**config.mk**
```make
export PLATFORM = sky130hd
export DESIGN_NAME = cpu_feeder
export DESIGN_NICKNAME = d
export VERILOG_FILES = /design/src/rtl/cpu_feeder.sv
export SDC_FILE = /design/constraint.sdc
export NUM_CORES = 1
export LEC_CHECK = 0
export CAP_MARGIN = 20
export CORE_ASPECT_RATIO = 1.5
export CORE_MARGIN = 4
export CORE_UTILIZATION = 53
export DETAILED_ROUTE_END_ITERATION = 16
export GPL_TIMING_DRIVEN = 0
export PLACE_DENSITY = 0.76
export SKIP_LAST_GASP = 1
export SLEW_MARGIN = 20
export SYNTH_ARGS = -nofsm -noshare
export SYNTH_HDL_FRONTEND = slang
export SYNTH_SLANG_ARGS = --single-unit
```
**constraint.sdc**
```tcl
create_clock -name clk_i -period 3.16 [get_ports clk_i]
set_clock_uncertainty 0.15 [all_clocks]
set_input_delay 0.316 -clock clk_i [delete_from_list [all_inputs] [get_ports clk_i]]
set_output_delay 0.316 -clock clk_i [all_outputs]
set_load 0.03 [all_outputs]
```
**src/rtl/cpu_feeder.sv**
```systemverilog
// cpu_feeder: plays a counted sequence of 16-bit instructions from a small
// store into the CPU over the load/start/waiting handshake, and returns each
// retired result (cpu_out plus N,V,Z) as a one-cycle strobe.
// Optional watchdog: define CPU_FEEDER_WATCHDOG_EN to compile it in.
module cpu_feeder #(
  parameter int DEPTH   = 16,
  parameter int AW      = $clog2(DEPTH),
  parameter int TIMEOUT = 64
) (
  input  logic          clk_i,
  input  logic          rst_i,
  input  logic          prog_we_i,
  input  logic [AW-1:0] prog_addr_i,
  input  logic [15:0]   prog_data_i,
  input  logic          run_i,
  input  logic [AW:0]   count_i,
  output logic          busy_o,
  output logic          done_o,
  output logic          err_o,
  output logic          load_o,
  output logic          start_o,
  output logic [15:0]   instr_o,
  input  logic          waiting_i,
  input  logic [15:0]   cpu_out_i,
  input  logic          cpu_n_i,
  input  logic          cpu_v_i,
  input  logic          cpu_z_i,
  output logic          res_valid_o,
  output logic [AW-1:0] res_idx_o,
  output logic [15:0]   res_data_o,
  output logic [2:0]    res_nvz_o
);

  typedef enum logic [2:0] {
    S_IDLE,
    S_LOAD,
    S_START,
    S_ACK,
    S_EXEC
  } state_e;

  localparam logic [AW:0] DEPTH_W = (AW+1)'(DEPTH);

  state_e        state_q, state_d;
  logic [AW-1:0] idx_q, idx_d;
  logic [AW:0]   n_q, n_d;
  logic [15:0]   instr_q, instr_d;
  logic          done_q, done_d;
  logic          waiting_q;
  logic          res_valid_q, res_valid_d;
  logic [AW-1:0] res_idx_q, res_idx_d;
  logic [15:0]   res_data_q, res_data_d;
  logic [2:0]    res_nvz_q, res_nvz_d;
  logic [15:0]   mem_q [DEPTH];

  logic          write_en;
  logic          fetch_en;
  logic [AW-1:0] fetch_addr;
  logic          last_instr;
  logic          wd_fire;

  // Host writes only land while idle; anything else is dropped.
  assign write_en   = prog_we_i && (state_q == S_IDLE);
  assign last_instr = ({1'b0, idx_q} == (n_q - (AW+1)'(1)));

  // Instruction store; deliberately not cleared by reset.
  always_ff @(posedge clk_i) begin
    if (write_en) begin
      mem_q[prog_addr_i] <= prog_data_i;
    end
  end

  // Next-state, sequencing and result-capture decode.
  always_comb begin
    state_d     = state_q;
    idx_d       = idx_q;
    n_d         = n_q;
    instr_d     = instr_q;
    done_d      = 1'b0;
    res_valid_d = 1'b0;
    res_idx_d   = res_idx_q;
    res_data_d  = res_data_q;
    res_nvz_d   = res_nvz_q;
    fetch_en    = 1'b0;
    fetch_addr  = idx_q;

    unique case (state_q)
      S_IDLE: begin
        if (run_i) begin
          if (count_i == '0) begin
            done_d = 1'b1;
          end else begin
            idx_d      = '0;
            n_d        = (count_i > DEPTH_W) ? DEPTH_W : count_i;
            fetch_en   = 1'b1;
            fetch_addr = '0;
            state_d    = S_LOAD;
          end
        end
      end
      S_LOAD: begin
        state_d = S_START;
      end
      S_START: begin
        if (waiting_q) begin
          state_d = S_ACK;
        end
      end
      S_ACK: begin
        if (!waiting_i) begin
          state_d = S_EXEC;
        end else if (wd_fire) begin
          done_d  = 1'b1;
          state_d = S_IDLE;
        end
      end
      S_EXEC: begin
        if (waiting_i) begin
          res_valid_d = 1'b1;
          res_idx_d   = idx_q;
          res_data_d  = cpu_out_i;
          res_nvz_d   = {cpu_n_i, cpu_v_i, cpu_z_i};
          if (last_instr) begin
            done_d  = 1'b1;
            state_d = S_IDLE;
          end else begin
            idx_d      = idx_q + AW'(1);
            fetch_en   = 1'b1;
            fetch_addr = idx_q + AW'(1);
            state_d    = S_LOAD;
          end
        end else if (wd_fire) begin
          done_d  = 1'b1;
          state_d = S_IDLE;
        end
      end
      default: begin
        state_d = S_IDLE;
      end
    endcase

    // A write in the same cycle as the fetch is forwarded so it is not missed.
    if (fetch_en) begin
      instr_d = (write_en && (prog_addr_i == fetch_addr)) ? prog_data_i
                                                          : mem_q[fetch_addr];
    end
  end

  // State and output registers with synchronous reset.
  always_ff @(posedge clk_i) begin
    if (rst_i) begin
      state_q     <= S_IDLE;
      idx_q       <= '0;
      n_q         <= '0;
      instr_q     <= '0;
      done_q      <= 1'b0;
      waiting_q   <= 1'b0;
      res_valid_q <= 1'b0;
      res_idx_q   <= '0;
      res_data_q  <= '0;
      res_nvz_q   <= '0;
    end else begin
      state_q     <= state_d;
      idx_q       <= idx_d;
      n_q         <= n_d;
      instr_q     <= instr_d;
      done_q      <= done_d;
      waiting_q   <= waiting_i;
      res_valid_q <= res_valid_d;
      res_idx_q   <= res_idx_d;
      res_data_q  <= res_data_d;
      res_nvz_q   <= res_nvz_d;
    end
  end

`ifdef CPU_FEEDER_WATCHDOG_EN
  localparam int WW = $clog2(TIMEOUT + 1);

  logic [WW-1:0] wd_q, wd_d;
  logic          err_q, err_d;

  assign wd_fire = ((state_q == S_ACK) || (state_q == S_EXEC)) &&
                   (wd_q == WW'(TIMEOUT - 1));

  // Watchdog count runs only across ACK and EXEC; it is zero again before ACK.
  always_comb begin
    wd_d  = '0;
    err_d = err_q;
    if ((state_q == S_ACK) || (state_q == S_EXEC)) begin
      wd_d = wd_q + WW'(1);
    end
    if ((state_q == S_IDLE) && run_i && (count_i != '0)) begin
      err_d = 1'b0;
    end
    if (wd_fire && (((state_q == S_ACK) && waiting_i) ||
                    ((state_q == S_EXEC) && !waiting_i))) begin
      err_d = 1'b1;
    end
  end

  // Watchdog counter and sticky error flag.
  always_ff @(posedge clk_i) begin
    if (rst_i) begin
      wd_q  <= '0;
      err_q <= 1'b0;
    end else begin
      wd_q  <= wd_d;
      err_q <= err_d;
    end
  end

  assign err_o = err_q;
`else
  assign wd_fire = 1'b0;
  assign err_o   = 1'b0;
`endif

  // start uses the registered waiting so it never depends combinationally
  // on the CPU; the one-cycle lag is harmless because the CPU only drops
  // waiting after it has seen start.
  assign busy_o      = (state_q != S_IDLE);
  assign load_o      = (state_q == S_LOAD);
  assign start_o     = (state_q == S_START) && waiting_q;
  assign done_o      = done_q;
  assign instr_o     = instr_q;
  assign res_valid_o = res_valid_q;
  assign res_idx_o   = res_idx_q;
  assign res_data_o  = res_data_q;
  assign res_nvz_o   = res_nvz_q;

endmodule

```
==> key figures, run 1 <==
Critical path
  • Crit-path cells: inv_2 > ha_4 > o21ba_4 > a221oi_4 > o21ai_0 > a21o_1 > clkbuf_8 > buf_4 > buf_4 > and2_1 > o32ai_1 > a2bb2oi_2 > a311oi_2 > a221o_1
  • Startpoint types: flip-flop
  • CP top delay family: compound AO/OA/AOI/OAI gates
  • WP data arrival: 3900 ps
  • Crit. End Element: flip-flop
  • Worst EP required: 3440 ps
  • Critical path's largest stage delay: 470 ps
  • Critical path's slowest cell: o32ai_1
  • Crit path buffers/inverters: 4
  • Worst Path Max Fanout: 7
  • Crit path kind: reg2reg
  • Worst path most repeated cell: buf_4

Layout
  • Area growth syn-to-layout: 26.4%
  • Layout Cells excl Fill: 1462
  • Fillcell total: 1580
  • Post-layout util: 0.684
  • Ant. Diodes: 0
  • Final nets: 1168
  • Layout cell share with drive strength beyond 1: 0.231

STA
  • Unrepaired setup endpoints after global routing: true
  • Min cycle time layout: 3620 ps
  • # setup viols final: 16
  • Slew HR: 0.402
  • Slew Viols, Final: 0
  • Setup ws final: -464 ps
  • Fin crit share: 1.15
  • Final Hold Fails: 0
  • Slew @ Worst Pin: 896 ps
  • Maximum clock rate: 276 MHz
  • Post-Route Hold Slack: 180 ps

GRT
  • Initial antenna violation count: 0
  • Gr usage total: 0.258
  • Congestion Overflow GR: 0
  • Largest net degree at the start of global routing: 18
  • First-pass GRT wire length: 55000 um
  • Vias in the first global route: 9479

Synth
  • Mapped Area: 13200 um^2
  • Synth cell count leaders: edfxtp_1 (256), nand2_1 (90), a221oi_1 (58)
  • Top-count cell post-synth: edfxtp_1
  • Post-Syn Instances: 950
  • Avg Cell Area, Syn: 13.9 um^2
  • Area leader, netlist: edfxtp_1
  • Most common flop cell mapped by yosys: edfxtp_1
  • Share of the synthesized area in the top cell type: 0.582
  • Top cells by area, synth: edfxtp_1 (58%), dfxtp_1 (8.2%), a221oi_1 (3.8%)
  • Count of flip-flops with a built-in enable after synthesis: 256
  • Mapped Nets: 1001
  • Post-synth cell types: 77
  • Syn. warnings: 0
  • FF+latch count, synth: 310
  • Post-synthesis sequential area ratio: 0.664
  • Asr flop ratio synth: 0

Clock network
  • CTS H-Tree Depth: 1
  • Sink Count: 310
  • Clock tree root driver cell: clkbuf_16
  • CTS tree: yes
  • Clock latency on the worst-skew pair: 540 ps
  • Max Root-Sink Buffers: 3
  • Num CTS Buffers: 28
  • Reg clk slew, reported paths: 60 ps

Die
  • Core Rows: 70
  • I/O pin total: 94
  • DIE AREA: 27600 um^2
  • Initial core utilization: 0.541
  • Core Area: 24400 um^2
  • DIE HEIGHT: 201 um
  • Die W: 137 um

Routing
  • WL final: 36100 um
  • DR iter-0 viols: 1190
  • Via count: 9468
  • Post-route DRC violation count: 0
  • Routed vias/inst: 6.48
  • ANT nets after route: 0
  • DR WL/cell: 24.7 um
  • Drt pass-1 iters: 5

Power and ir drop
  • Max VDD drop: 527 uV
  • Pwr/cell area: 541 nW/um^2
  • Total power: 0.00903 W
  • Static leakage: 5.38 nW

Run status
  • Status: finished with violations
  • Violated checks: negative setup slack

Place
  • Port bufs: 90
  • GP Congestion: 0.860
  • Placed Instances: 1380
  • Dpl ws: -1590 ps
  • Hpwl dp: 23700 um

Job
  • Max Cap Viol: 0

Worst hold path
  • HP Class: in2reg
final timing paths:
| path | startpoint | cells after the start | slack (ps) | endpoint |
|---|---|---|---|---|
| setup / recovery | n_q[1]$_SDFFE_PP0P_ | 14 | -460 | instr_o[3]$_SDFFE_PP0P_ |
| hold / removal | cpu_out_i[6] | 3 | 180 | res_data_o[6]$_SDFFE_PP0P_ |
| setup reg to reg | n_q[1]$_SDFFE_PP0P_ | 14 | -460 | instr_o[3]$_SDFFE_PP0P_ |
| hold reg to reg | res_nvz_o[1]$_SDFFE_PP0P_ | 2 | 300 | res_nvz_o[1]$_SDFFE_PP0P_ |
layout make-up:
cell class	count	area, um^2	area share
Tap cell	324	405	0.0243
Timing Repair Buffer	141	1360	0.0811
Clock inverter	13	239	0.0143
Buffer	73	458	0.0274
Multi-Input combinational cell	558	4670	0.280
Clock buffer	38	779	0.0467
Sequential cell	310	8770	0.525
Inverter	5	18.8	0.00112
state kept, by name, summed over array words and instances, names as in the netlist:
name	flops
mem_q	256
instr_o	16
res_data_o	16
n_q	5
idx_q	4
res_idx_o	4
res_nvz_o	3
state_q	3
done_o	1
res_valid_o	1
waiting_q	1
layout by cell type, fill, tap and decap left out, types with 18 or more instances in the layout:
master,netlist,layout
a221o_1,18,18
nor2_1,38,24
edfxtp_1,256,256
buf_4,2,38
o22ai_1,19,19
clkbuf_1,57,33
dfxtp_1,54,51
a221oi_1,58,56
nand2_1,90,89
clkbuf_16,0,30
clkbuf_2,1,21
clkdlybuf4s50_1,0,90
a21oi_1,50,45
power breakdown:
| part | switching [W] | internal, W |
|---|---|---|
| Clock | 0.00143 | 0.00229 |
| Sequential | 0.0000635 | 0.00452 |
| Combinational | 0.000444 | 0.000284 |
| Total | 0.00193 | 0.00709 |
stage by stage:
stage | cell area [um^2] | TNS, ps
floorplan | 13300 | -821
global placement | 14600 | -109660
global route | 16700 | -7930
finish | 16700 | -6320
CTS | 16500 | -6280
detailed placement | 14800 | -22160
per-layer routing:
layer | part of all wire | wire length (um) | up-vias | GRT usage
met2 | 0.53 | 19000 | 512 | 0.453
met5 | 0 | 0 | - | 0
met1 | 0.36 | 13000 | 4650 | 0.323
met4 | 0.041 | 1480 | 0 | 0.0991
li1 | - | - | 4200 | -
met3 | 0.071 | 2580 | 106 | 0.0303
kinds of logic (layout without fill, tap and decap cells):
family	count (synthesis)	in the layout	share of synthesized area
AND/OR/NAND/NOR	210	210	0.0760
multiplexers	34	34	0.0416
XOR/XNOR	9	9	0.00596
other	1	1	0.000284
adder cells (fa/ha/maj)	2	2	0.00189
buffers and inverters	82	270	0.0274
AO/OA/AOI/OAI	302	302	0.183
flip-flops	310	310	0.664
worst reg2reg max path, cell delays in order, from the launching register on:
cell and delay (ps):
dfxtp_2 350, inv_2 50, ha_4 170, o21ba_4 210
a221oi_4 400, o21ai_0 140, a21o_1 280, clkbuf_8 180
buf_4 150, buf_4 160, and2_1 160, o32ai_1 470
a2bb2oi_2 250, a311oi_2 130, a221o_1 290
repair_timing:
action	in CTS	in global routing
hold buffers	0	0
resized for setup	108	35
setup buffers	28	6
setup endpoints to repair	17	35
cloned	1	0
endpoints found under the hold margin	0	0
pin swaps	21	11
No activity file was read; power rests on OpenSTA's default activity.
==> run 2, diff against run 1 <==
--- a/config.mk
+++ b/config.mk
@@ -8,10 +8,10 @@
 export CAP_MARGIN = 20
 export CORE_ASPECT_RATIO = 1.5
 export CORE_MARGIN = 4
-export CORE_UTILIZATION = 53
+export CORE_UTILIZATION = 55
 export DETAILED_ROUTE_END_ITERATION = 16
 export GPL_TIMING_DRIVEN = 0
-export PLACE_DENSITY = 0.76
+export PLACE_DENSITY = 0.75
 export SKIP_LAST_GASP = 1
 export SLEW_MARGIN = 20
 export SYNTH_ARGS = -nofsm -noshare
==> constraint.sdc (replaced) <==
create_clock -name clk_i -period 4.05 [get_ports clk_i]
set_clock_uncertainty 0.15 [all_clocks]
set_input_delay 0.405 -clock clk_i [delete_from_list [all_inputs] [get_ports clk_i]]
set_output_delay 0.405 -clock clk_i [all_outputs]
set_load 0.03 [all_outputs]
==> run 2 against run 1 <==
Effect of this change: the flow now finishes without violations; power shrank 25%; first-iteration DRC count fell by 22%; via count down 1.6%; flip-flop and latch count did not move; worst hold slack better by 65 ps; largest cell class unchanged.
==> key figures, run 2 (synthesized netlist as in run 1, its figures left out) <==
Die
  • DIE HEIGHT: 198 um (was 201 um)
  • I/O pin total: 94 (unchanged)
  • Initial core utilization: 0.559 (was 0.541)
  • Core Rows: 69 (was 70)
  • Die W: 135 um (was 137 um)
  • Core Area: 23700 um^2 (was 24400 um^2)
  • DIE AREA: 26600 um^2 (was 27600 um^2)

GRT
  • Initial antenna violation count: 0 (unchanged)
  • Gr usage total: 0.253 (was 0.258)
  • Vias in the first global route: 9504 (was 9479)
  • Largest net degree at the start of global routing: 20 (was 18)
  • First-pass GRT wire length: 52900 um (was 55000 um)
  • Congestion Overflow GR: 0 (unchanged)

STA
  • Maximum clock rate: 252 MHz (was 276 MHz)
  • Slew HR: 0.405 (was 0.402)
  • Slew Viols, Final: 0 (unchanged)
  • Slew @ Worst Pin: 892 ps (was 896 ps)
  • # setup viols final: 0 (was 16)
  • Final Hold Fails: 0 (unchanged)
  • Min cycle time layout: 3980 ps (was 3620 ps)
  • Setup TNS: 0 ps (was -6320 ps)
  • Unrepaired setup endpoints after global routing: true (unchanged)
  • Setup ws final: 74.7 ps (was -464 ps)
  • Fin crit share: 0.982 (was 1.15)

Place
  • Hpwl dp: 23800 um (was 23700 um)
  • Dpl ws: -716 ps (was -1590 ps)
  • GP Congestion: 0.838 (was 0.860)
  • Port bufs: 90 (unchanged)
  • Placed Instances: 1376 (was 1380)

Clock network
  • Sink Count: 310 (unchanged)
  • Reg clk slew, reported paths: 60 ps (about the same)
  • Hold bufs inserted after CTS: 0 (unchanged)
  • CTS H-Tree Depth: 1 (unchanged)
  • CTS tree: yes (unchanged)
  • Clock tree root driver cell: clkbuf_16 (unchanged)
  • Max Root-Sink Buffers: 3 (unchanged)
  • Num CTS Buffers: 28 (unchanged)
  • Clock latency on the worst-skew pair: 550 ps (was 540 ps)

Layout
  • Most common cell after layout, fill and taps aside: edfxtp_1 (unchanged)
  • Biggest register: mem_q (unchanged)
  • Post-layout util: 0.669 (was 0.684)
  • Layout Cells excl Fill: 1433 (was 1462)
  • Area growth syn-to-layout: 19.8% (was 26.4%)
  • Final nets: 1143 (was 1168)
  • Most frequent cells in the layout: edfxtp_1 (256), clkdlybuf4s50_1 (90), nand2_1 (89) (unchanged)
  • Ant. Diodes: 0 (unchanged)
  • Max FFs per register: 256 (unchanged)
  • Layout cell share with drive strength beyond 1: 0.150 (was 0.231)

Power and ir drop
  • Max VDD drop: 431 uV (was 527 uV)
  • Static leakage: 5.06 nW (was 5.38 nW)
  • Total power: 0.00675 W (was 0.00903 W)
  • Pwr/cell area: 426 nW/um^2 (was 541 nW/um^2)

Critical path
  • CP top delay family: compound AO/OA/AOI/OAI gates (unchanged)
  • Crit-path cells: inv_1 > ha_1 > xnor2_1 > a221o_1 > a211oi_4 > buf_4 > o211a_1 > or3_1 > a2111o_1 > a21oi_4 > buf_4 > a311oi_1 > a221o_1 (was inv_2 > ha_4 > o21ba_4 > a221oi_4 > o21ai_0 > a21o_1 > clkbuf_8 > buf_4 > buf_4 > and2_1 > o32ai_1 > a2bb2oi_2 > a311oi_2 > a221o_1)
  • Worst EP required: 4330 ps (was 3440 ps)
  • WP data arrival: 4260 ps (was 3900 ps)
  • Crit path kind: reg2reg (unchanged)
  • Startpoint types: flip-flop (unchanged)
  • Critical path's slowest cell: a2111o_1 (was o32ai_1)
  • Worst Path Max Fanout: 10 (was 7)
  • Crit path buffers/inverters: 3 (was 4)
  • Crit. End Element: flip-flop (unchanged)
  • Critical path's largest stage delay: 460 ps (was 470 ps)

Job
  • Max Cap Viol: 0 (unchanged)

Routing
  • DR iter-0 viols: 934 (was 1190)
  • ANT nets after route: 0 (unchanged)
  • Drt pass-1 iters: 6 (was 5)
  • WL final: 33900 um (was 36100 um)
  • Via count: 9314 (was 9468)
  • Routed vias/inst: 6.50 (was 6.48)
  • Post-route DRC violation count: 0 (unchanged)
  • DR WL/cell: 23.7 um (was 24.7 um)

Run status
  • Status: finished clean (was finished with violations)

Worst hold path
  • HP Class: in2reg (unchanged)
-- run 2: changes by cell type in the layout (fill, tap and decap cells not counted), sizes merged --
cell	delta
buf	-26
clkinv	+6
bufinv	-4
clkbuf	-1
inv	+1
-- run 2: final timing paths --
| path | from | to | slack, ps | depth (start not counted) |
|---|---|---|---|---|
| max | n_q[0]$_SDFFE_PP0P_ | instr_o[12]$_SDFFE_PP0P_ | 70 | 13 |
| min | cpu_n_i | res_nvz_o[2]$_SDFFE_PP0P_ | 250 | 3 |
| max reg2reg | n_q[0]$_SDFFE_PP0P_ | instr_o[12]$_SDFFE_PP0P_ | 70 | 13 |
| min reg2reg | res_data_o[10]$_SDFFE_PP0P_ | res_data_o[10]$_SDFFE_PP0P_ | 310 | 2 |
-- run 2: layout make-up --
class                   instances  area (um^2)
well taps                     319          399
clock buffers                  36          751
inverters                       5         18.8
flip-flops and latches        310         8770
plain buffers                  75          369
fillers                      1684         7820
multi-input cells             558         4230
repair buffers                114         1130
clock inverters                16          176
-- run 2: worst register-to-register path: cells and delay by family, from the launching register on --
family	cells	cell delay [ps]
DFF	1	400
and+or+nand+nor	1	350
adders and majority gates	1	260
AOI/OAI and AO/OA	7	1840
xor gates and xnor gates	1	320
buffers and inverters	3	530
-- run 2: stage by stage --
| stage | hold slack, ps | cell area [um^2] |
|---|---|---|
| after floorplan | 330 | 13200 |
| after global placement | 291 | 14500 |
| after detailed placement | 296 | 14700 |
| after CTS | 228 | 15700 |
| after global routing | 248 | 15800 |
| final | 246 | 15800 |
-- run 2: timing repair --
action,CTS,global route
pin swaps,1,4
endpoints found under the setup margin,15,16
buffers inserted,2,5
endpoints found under the hold margin,0,0
resized for setup,8,44
-- run 2: where the power goes --
part / internal, W / switching, W / leakage (nW)
combinational: 0.000199 / 0.000336 / 1.86
clock: 0.00151 / 0.00114 / 0.453
sequential: 0.00352 / 0.0000362 / 2.75
total: 0.00523 / 0.00152 / 5.06
-- run 2: routing by layer --
metal  vias to the layer above  global-route usage  wire [um]
li1                       4142                   -          -
met1                      4612               0.313      12400
met2                       454               0.455      17900
met3                       106              0.0300       2340
met4                         0              0.0985       1330
met5                         -                   0          0
